**src/rtl/onehot_decoder_seq.sv**
```systemverilog
// onehot_decoder_seq: 3-to-8 decoder fed by a small FIFO. Codes are accepted
// over a valid/ready handshake, then expanded to a one-hot byte. Each byte is
// held on the output for HOLD enabled cycles. The output is gated by en.
module onehot_decoder_seq #(
  parameter int DEPTH = 4,
  parameter int HOLD  = 3,
  parameter int CW    = 8
) (
  input  logic                     clk,
  input  logic                     rst,
  input  logic                     en,
  input  logic                     in_valid,
  output logic                     in_ready,
  input  logic [2:0]               in,
  output logic [7:0]               out,
  output logic                     out_valid,
  output logic                     done,
  output logic [$clog2(DEPTH):0]   count
);

  localparam int AW   = $clog2(DEPTH);
  localparam int CNTW = AW + 1;

  typedef enum logic {S_IDLE, S_HOLD} state_t;

  // FIFO storage and bookkeeping
  logic [2:0]      mem_q [DEPTH];
  logic [AW-1:0]   wr_ptr_q, rd_ptr_q;
  logic [CNTW-1:0] count_q;
  logic            push, pop;
  logic [2:0]      head;
  logic            fifo_empty;

  // FSM state and its registered outputs
  state_t          state_q, state_d;
  logic [CW-1:0]   cnt_q, cnt_d;
  logic [7:0]      out_q, out_d;
  logic            valid_q, valid_d;
  logic            done_q, done_d;

  // in_ready looks only at occupancy, so a full FIFO refuses a push even
  // in a cycle where the FSM pops.
  assign in_ready   = (count_q != CNTW'(DEPTH));
  assign push       = in_valid & in_ready;
  assign head       = mem_q[rd_ptr_q];
  assign fifo_empty = (count_q == '0);

  // FIFO pointers and occupancy; pointers wrap naturally since DEPTH is a power of 2
  always_ff @(posedge clk) begin
    // NOTE: sequential state uses non-blocking assignments so every register
    // samples the pre-edge values, independent of statement order.
    if (rst) begin
      wr_ptr_q <= '0;
      rd_ptr_q <= '0;
      count_q  <= '0;
    end else begin
      if (push) wr_ptr_q <= wr_ptr_q + AW'(1);
      if (pop)  rd_ptr_q <= rd_ptr_q + AW'(1);
      case ({push, pop})
        2'b10:   count_q <= count_q + CNTW'(1);
        2'b01:   count_q <= count_q - CNTW'(1);
        default: count_q <= count_q;
      endcase
    end
  end

  // FIFO storage write
  always_ff @(posedge clk) begin
    // NOTE: the storage array has no reset; count and pointers define which
    // entries are meaningful, so stale contents are never observed.
    if (push) mem_q[wr_ptr_q] <= in;
  end

  // FSM state register plus registered one-hot, valid, counter and done
  always_ff @(posedge clk) begin
    if (rst) begin
      state_q <= S_IDLE;
      cnt_q   <= '0;
      out_q   <= 8'h00;
      valid_q <= 1'b0;
      done_q  <= 1'b0;
    end else begin
      state_q <= state_d;
      cnt_q   <= cnt_d;
      out_q   <= out_d;
      valid_q <= valid_d;
      done_q  <= done_d;
    end
  end

  // FSM next-state: pop and load a code, count down the hold, or retire to IDLE
  always_comb begin
    // NOTE: every signal gets a default first so no path leaves it
    // unassigned, which would otherwise infer a latch.
    state_d = state_q;
    cnt_d   = cnt_q;
    out_d   = out_q;
    valid_d = valid_q;
    done_d  = 1'b0;
    pop     = 1'b0;

    unique case (state_q)
      S_IDLE: begin
        if (en && !fifo_empty) begin
          pop     = 1'b1;
          out_d   = 8'h01 << head;
          valid_d = 1'b1;
          cnt_d   = CW'(HOLD - 1);
          state_d = S_HOLD;
        end else begin
          out_d   = 8'h00;
          valid_d = 1'b0;
        end
      end
      S_HOLD: begin
        // With en low, everything stays frozen via the defaults.
        if (en) begin
          if (cnt_q != '0) begin
            cnt_d = cnt_q - CW'(1);
          end else if (!fifo_empty) begin
            // Back-to-back: next code replaces the current one with no gap.
            pop     = 1'b1;
            out_d   = 8'h01 << head;
            valid_d = 1'b1;
            cnt_d   = CW'(HOLD - 1);
          end else begin
            out_d   = 8'h00;
            valid_d = 1'b0;
            done_d  = 1'b1;
            state_d = S_IDLE;
          end
        end
      end
      default: state_d = S_IDLE;
    endcase
  end

  // Outputs: combinational gating by en of the registered one-hot and valid
  always_comb begin
    out       = out_q & {8{en}};
    out_valid = valid_q & en;
    done      = done_q;
    count     = count_q;
  end

endmodule

```
**config.mk**
```make
export PLATFORM = sky130hd
export DESIGN_NAME = onehot_decoder_seq
export DESIGN_NICKNAME = d
export VERILOG_FILES = /design/src/rtl/onehot_decoder_seq.sv
export SDC_FILE = /design/constraint.sdc
export NUM_CORES = 1
export LEC_CHECK = 0
export ABC_AREA = 1
export CAP_MARGIN = 20
export CORE_MARGIN = 2
export CORE_UTILIZATION = 45
export DETAILED_ROUTE_END_ITERATION = 10
export PLACE_DENSITY = 0.75
export SLEW_MARGIN = 5
export SYNTH_ARGS = -nofsm -noshare
export SYNTH_HDL_FRONTEND = slang
export SYNTH_SLANG_ARGS = --single-unit
```
**constraint.sdc**
```tcl
create_clock -name clk -period 3.3 [get_ports clk]
set_clock_uncertainty 0.2 [all_clocks]
set_input_delay 0.66 -clock clk [delete_from_list [all_inputs] [get_ports clk]]
set_output_delay 0.66 -clock clk [all_outputs]
set_load 0.005 [all_outputs]
```
Yosys cells after proc, flatten, opt, wreduce, memory -nomap -nowiden
Memories as Yosys holds them, arrays and structs flattened. A register that Yosys moved wholly into a read port is not among the register bits.
Index checks and enable logic that the tools add are counted.
{"block": "word_totals", "register_bits": 26, "ram_bits": 12, "out_inout_bits": 14, "mem_count": 1}
{"memory": "mem_q", "words": 4, "word_bits": 3, "rd": 1, "rd_ports_with_merged_regs": 1, "wr": 1, "line_no": "27", "rtl": "logic [2:0] mem_q [DEPTH];"}
{"block": "op_classes", "n_addsub": 5, "n_eq_ne": 7, "shifts": 1, "n_mux": 27, "bitwise": 5, "reduce_logical": 8}
{"op": "8-bit 2-to-1 mux", "count": 8}
{"op": "8-bit case mux with 2 select lines", "count": 2}
{"op": "1-bit 2-to-1 mux", "count": 11}
{"op": "8-bit AND", "count": 1}
{"op": "8-bit nonzero test", "count": 1}
{"op": "1-bit by 3-bit << shifter with 8-bit output (first input constant)", "count": 1}
{"op": "8-bit by 1-bit subtractor with 8-bit output (second input constant)", "count": 1}
{"op": "2-bit inequality test (second input constant)", "count": 3}
{"op": "1-bit case mux with 2 select lines", "count": 3}
{"op": "3-bit case mux with 2 select lines", "count": 1}
{"op": "2-bit by 1-bit adder with 2-bit output (second input constant)", "count": 2}
{"op": "2-bit 2-to-1 mux", "count": 2}
{"op": "4-bit OR reduction", "count": 1}
{"op": "3-bit by 1-bit adder with 3-bit output (second input constant)", "count": 1}
{"op": "3-bit zero test", "count": 1}
{"op": "3-bit by 2-bit inequality test with 1-bit output (second input constant)", "count": 1}
{"op": "3-bit inequality test (second input constant)", "count": 1}
{"op": "3-bit AND reduction", "count": 1}
{"op": "3-bit by 1-bit subtractor with 3-bit output (second input constant)", "count": 1}
{"op": "1-bit AND", "count": 2}
{"op": "2-bit by 1-bit equality test with 1-bit output (second input constant)", "count": 1}
{"op": "2-bit equality test (second input constant)", "count": 1}
{"op": "1-bit inverter", "count": 2}
{"op": "2-bit AND reduction", "count": 1}
{"op": "other kinds (3)", "count": 3}

Longest topological paths before layout
Gate-level depths: netlist of the first run.
{"block": "depth", "depth_word": 7, "depth_mapped": 14}

Worst setup path after synthesis of the first run
OpenSTA, ideal clock, no wires.
{"block": "synth_path", "path_type": "reg2reg", "startpoint": "register cnt_q[0]", "endpoint": "register count_q[2] (netlist: count[2])", "setup_time_ns": 0.122, "arrival_time_ns": 2.082, "required_ns": 2.978, "slack_ns": 0.895, "path_stages_with_launch": 15, "path_buffers": 1, "period_less_slack_ns": 2.405, "path_cell_list": "dfxtp_1 > inv_1 > ha_1 > nand2_2 > nor2_8 > nor2_4 > nor2_8 > buf_6 > ha_1 > inv_1 > fa_1 > a21oi_1 > o21ai_0 > o21ai_0 > a21oi_1"}
{"block": "synth_between", "elab_chain_len": 6, "elab_cells_between_ends": 8}
{"element": "from (decl)", "line_no": "36", "rtl": "logic [CW-1:0] cnt_q, cnt_d;"}
{"element": "from (signal assigned)", "line_no": "84", "rtl": "cnt_q <= cnt_d;"}
{"element": "8-bit nonzero test (*)", "line_no": "118", "rtl": "if (cnt_q != '0) begin"}
{"element": "1-bit 2-to-1 mux (*)", "line_no": "118"}
{"element": "1-bit 2-to-1 mux (*)", "line_no": "117", "rtl": "if (en) begin"}
{"element": "1-bit case mux with 2 select lines (*)", "line_no": "102", "rtl": "unique case (state_q)"}
{"element": "net pop", "line_no": "30", "rtl": "logic push, pop;"}
{"element": "2-bit by 1-bit equality test with 1-bit output or 2-bit equality test (tied branches)", "line_no": "59", "rtl": "case ({push, pop})"}
{"element": "3-bit case mux with 2 select lines or 2-bit nonzero test (tied branches)"}
{"element": "to (signal assigned)", "line_no": "60", "rtl": "2'b10: count_q <= count_q + CNTW'(1);"}
{"element": "to (signal assigned)", "line_no": "61", "rtl": "2'b01: count_q <= count_q - CNTW'(1);"}
{"element": "to (signal assigned)", "line_no": "62", "rtl": "default: count_q <= count_q;"}
{"element": "to (decl)", "line_no": "29", "rtl": "logic [CNTW-1:0] count_q;"}
Mark *: on every way through the listed nets, which the timed path passes. The rest lies on a longest branch.
A chain may end at the register's enable or synchronous reset.

Final worst setup path of the first run
{"block": "layout_path", "startpoint": "input port en", "endpoint": "output port out_valid"}
{"block": "layout_between", "elab_chain_len": 1}
{"element": "from (decl)", "line_no": "11", "rtl": "input logic en,"}
{"element": "1-bit AND", "line_no": "141", "rtl": "out_valid = valid_q & en;"}
{"element": "to (decl)", "line_no": "16", "rtl": "output logic out_valid,"}
No other way between the ends.

==> results.toml, run 1 <==
[global_route]
grt_pass1_vias = 1423
antenna_found_initial = 0
gr-total-overflow = 0
grt_use_total_pct = 15.88
grt_pass1_wl_um = 6175
grt_start_max_net_pins = 15

[flow_run]
drv_cap = 0

[power]
p_clk_share_pct = 19.5
p_seq_share_pct = 34.7
power.leakage_nw = 0.9658
combPwrFrac_pct = 45.8
powerDensity_nw_per_um2 = 866.9
swShare_pct = 41.63
intPower_mw = 1.160
ir_drop_v = 0.0005291
switchingPower_mw = 0.8273

[floorplan]
die_h_um = 69.69
pin_count = 21
die-width_um = 69.69
rows = 23
start_util_pct = 47.52
core_um2 = 4086
dieArea_um2 = 4857

[timing]
period_share_pct = 85.45
drv_slew = 0
finalSetupTns_ns = 0
setup_viol = 0
maxSlewHeadroom_pct = 66.53
rsz0062_at_grt = "no"
hold_viol_final = 0
worst_slew_pin_slew_ns = 0.5021
max_freq_mhz = 354.6
period_needed_ns = 2.820

[drt]
drt_iter0_drc = 92
wl_um = 3586
ant_nets = 0
wl_per_cell_um = 11.42
drt-vias-per-instance = 4.911
first_pass_iters = 4
drcViolationCount = 0
via_count = 1542

[cts]
cts-hold-fix-buffers = 0
clockRootBuffer = "clkbuf_8"
cts_buffers = 5
cts.sinks = 40
clk_pin_slew_ns = 0.07
ctsResizeCount = 0
clk_latency_ns = 0.29
htree_levels = 2
cts.path.max_buffers = 2
postCtsSetupBuffers = 0
tritoncts = "done"

[logic_synthesis]
syn_nets = 254
syn_avg_cell_area_um2 = 8.125
yosysWarningCount = 0
yosysSeqAreaShare_pct = 47.42
synth_cell_type_count = 29
netlist_top_cells_area = "dfxtp_1 (29%), edfxtp_1 (19%), nand2_1 (10%)"
syn_inst = 239
synth_top_area_share_pct = 28.87
synth_top_cell_by_area = "dfxtp_1"
ys_ff_latch = 40
netlist_area_um2 = 1942

[worst_setup_path]
crit_arrival_ns = 1.96
crit_type = "input pin to output pin"
end_kind = "output pin"
crit_path_start_kind = "input pin"
required_ns = 2.44
r2r_slack_ns = 0.64
critPathMaxFanout = 12

[layout]
diodes = 0
stdcell_count = 314
nets = 278
final_common_cell = "nand2_1"
mostFrequentLayoutCells = "nand2_1 (54), inv_1 (36), dfxtp_1 (28)"
area_growth_pct = 18.04
drive_above_1_share_pct = 7.955

[placed_design]
gp_congestion = 0.8006
dpl.hpwl_um = 2635
dp_cells = 306
port_buffers = 20

[run_status]
status = "finished clean"

[hold_path]
hold_class = "register to register"
## logic make-up after synthesis
logic type                 Yosys count  share of synthesized area [%]
AOI/OAI and AO/OA                   35                          10.12
DFF                                 40                          47.42
buffers and inverters               42                          8.891
adders and majority gates            8                          5.541
and+or+nand+nor                    112                          27.13
xor gates and xnor gates             2                         0.9022
## layout make-up
| class | instances | area, um2 |
|---|---|---|
| repair buffers | 22 | 215.2 |
| multi-input cells | 157 | 848.3 |
| inverters | 37 | 138.9 |
| fillers | 385 | 1794 |
| well taps | 50 | 62.56 |
| clock buffers | 5 | 68.82 |
| flip-flops and latches | 40 | 920.9 |
| clock inverters | 3 | 37.54 |
## critical path: stages
cell	delay, ns
clkdlybuf4s50_1	0.49
buf_4	0.20
nand2_1	0.07
inv_1	0.05
clkdlybuf4s50_1	0.48
## flip-flops by register name, summed over array words and instances (netlist names), named ones only
signal,flops
valid_q,1
wr_ptr_q,2
out_q,8
mem_q,12
cnt_q,8
count,3
state_q,1
done,1
rd_ptr_q,2
## metal layers
layer	global-route usage, %	wire (um)	vias up
met4	6.410	19	0
met1	19.85	1742	692
li1	-	-	819
met2	25.75	1657	29
met3	4.651	166	2
met5	0	0	-
## power groups by stage
stage,Sequential [mW],Combinational [mW],Clock [mW]
after floorplan,0.681,0.743,0
after global placement,0.697,0.869,0
after detailed placement,0.699,0.902,0
after CTS,0.689,0.912,0.395
after global routing,0.705,1.02,0.415
final,0.690,0.910,0.387
## path summary, 6_finish.rpt
kind	from	endpoint	cells past startpoint
min reg2reg	out_q[0]	out_q[0]	2
max reg2reg	cnt_q[0]	count[2]	13
min	out_q[0]	out_q[0]	2
max	en	out_valid	5
## synthesized netlist by cell type
| cell | number |
|---|---|
| o211ai_1 | 2 |
| nor2_2 | 2 |
| nand3b_1 | 2 |
| nor4_1 | 1 |
| inv_2 | 1 |
| clkbuf_1 | 3 |
| edfxtp_1 | 12 |
| and3_1 | 1 |
| a21boi_0 | 1 |
| nand4_1 | 2 |
| a21oi_2 | 2 |
| xor2_1 | 2 |
| nor2_8 | 2 |
| nor2_4 | 1 |
| o21ai_2 | 1 |
| ha_1 | 7 |
| nand2_1 | 54 |
| a21oi_1 | 22 |
| nand3_1 | 23 |
| nand2_4 | 1 |
| o21ai_1 | 1 |
| buf_6 | 2 |
| o21ai_0 | 5 |
| inv_1 | 36 |
| a21boi_1 | 1 |
| nor2_1 | 20 |
| fa_1 | 1 |
| dfxtp_1 | 28 |
| nand2_2 | 3 |
## metrics by stage
step	setup slack, ns	power, mW	hold slack, ns	utilization [%]	instance area (um2)
after floorplan	0.8955	1.424	0.2404	-	1942
after global placement	0.4515	1.566	0.2560	53.49	2186
after detailed placement	0.3401	1.601	0.2562	53.49	2186
after CTS	0.4696	1.996	0.2681	56.09	2292
after global routing	0.3960	2.144	0.2871	56.09	2292
final	0.4802	1.987	0.2674	56.09	2292
Power figures use the tool's default switching activity.
==> run 2, diff against run 1 <==
Settings changed: HOLD_SLACK_MARGIN set to 0.02, TNS_END_PERCENT set to 20.
==> results of run 2 <==
No change in the layout: final DEF, timing and power equal those of run 1.
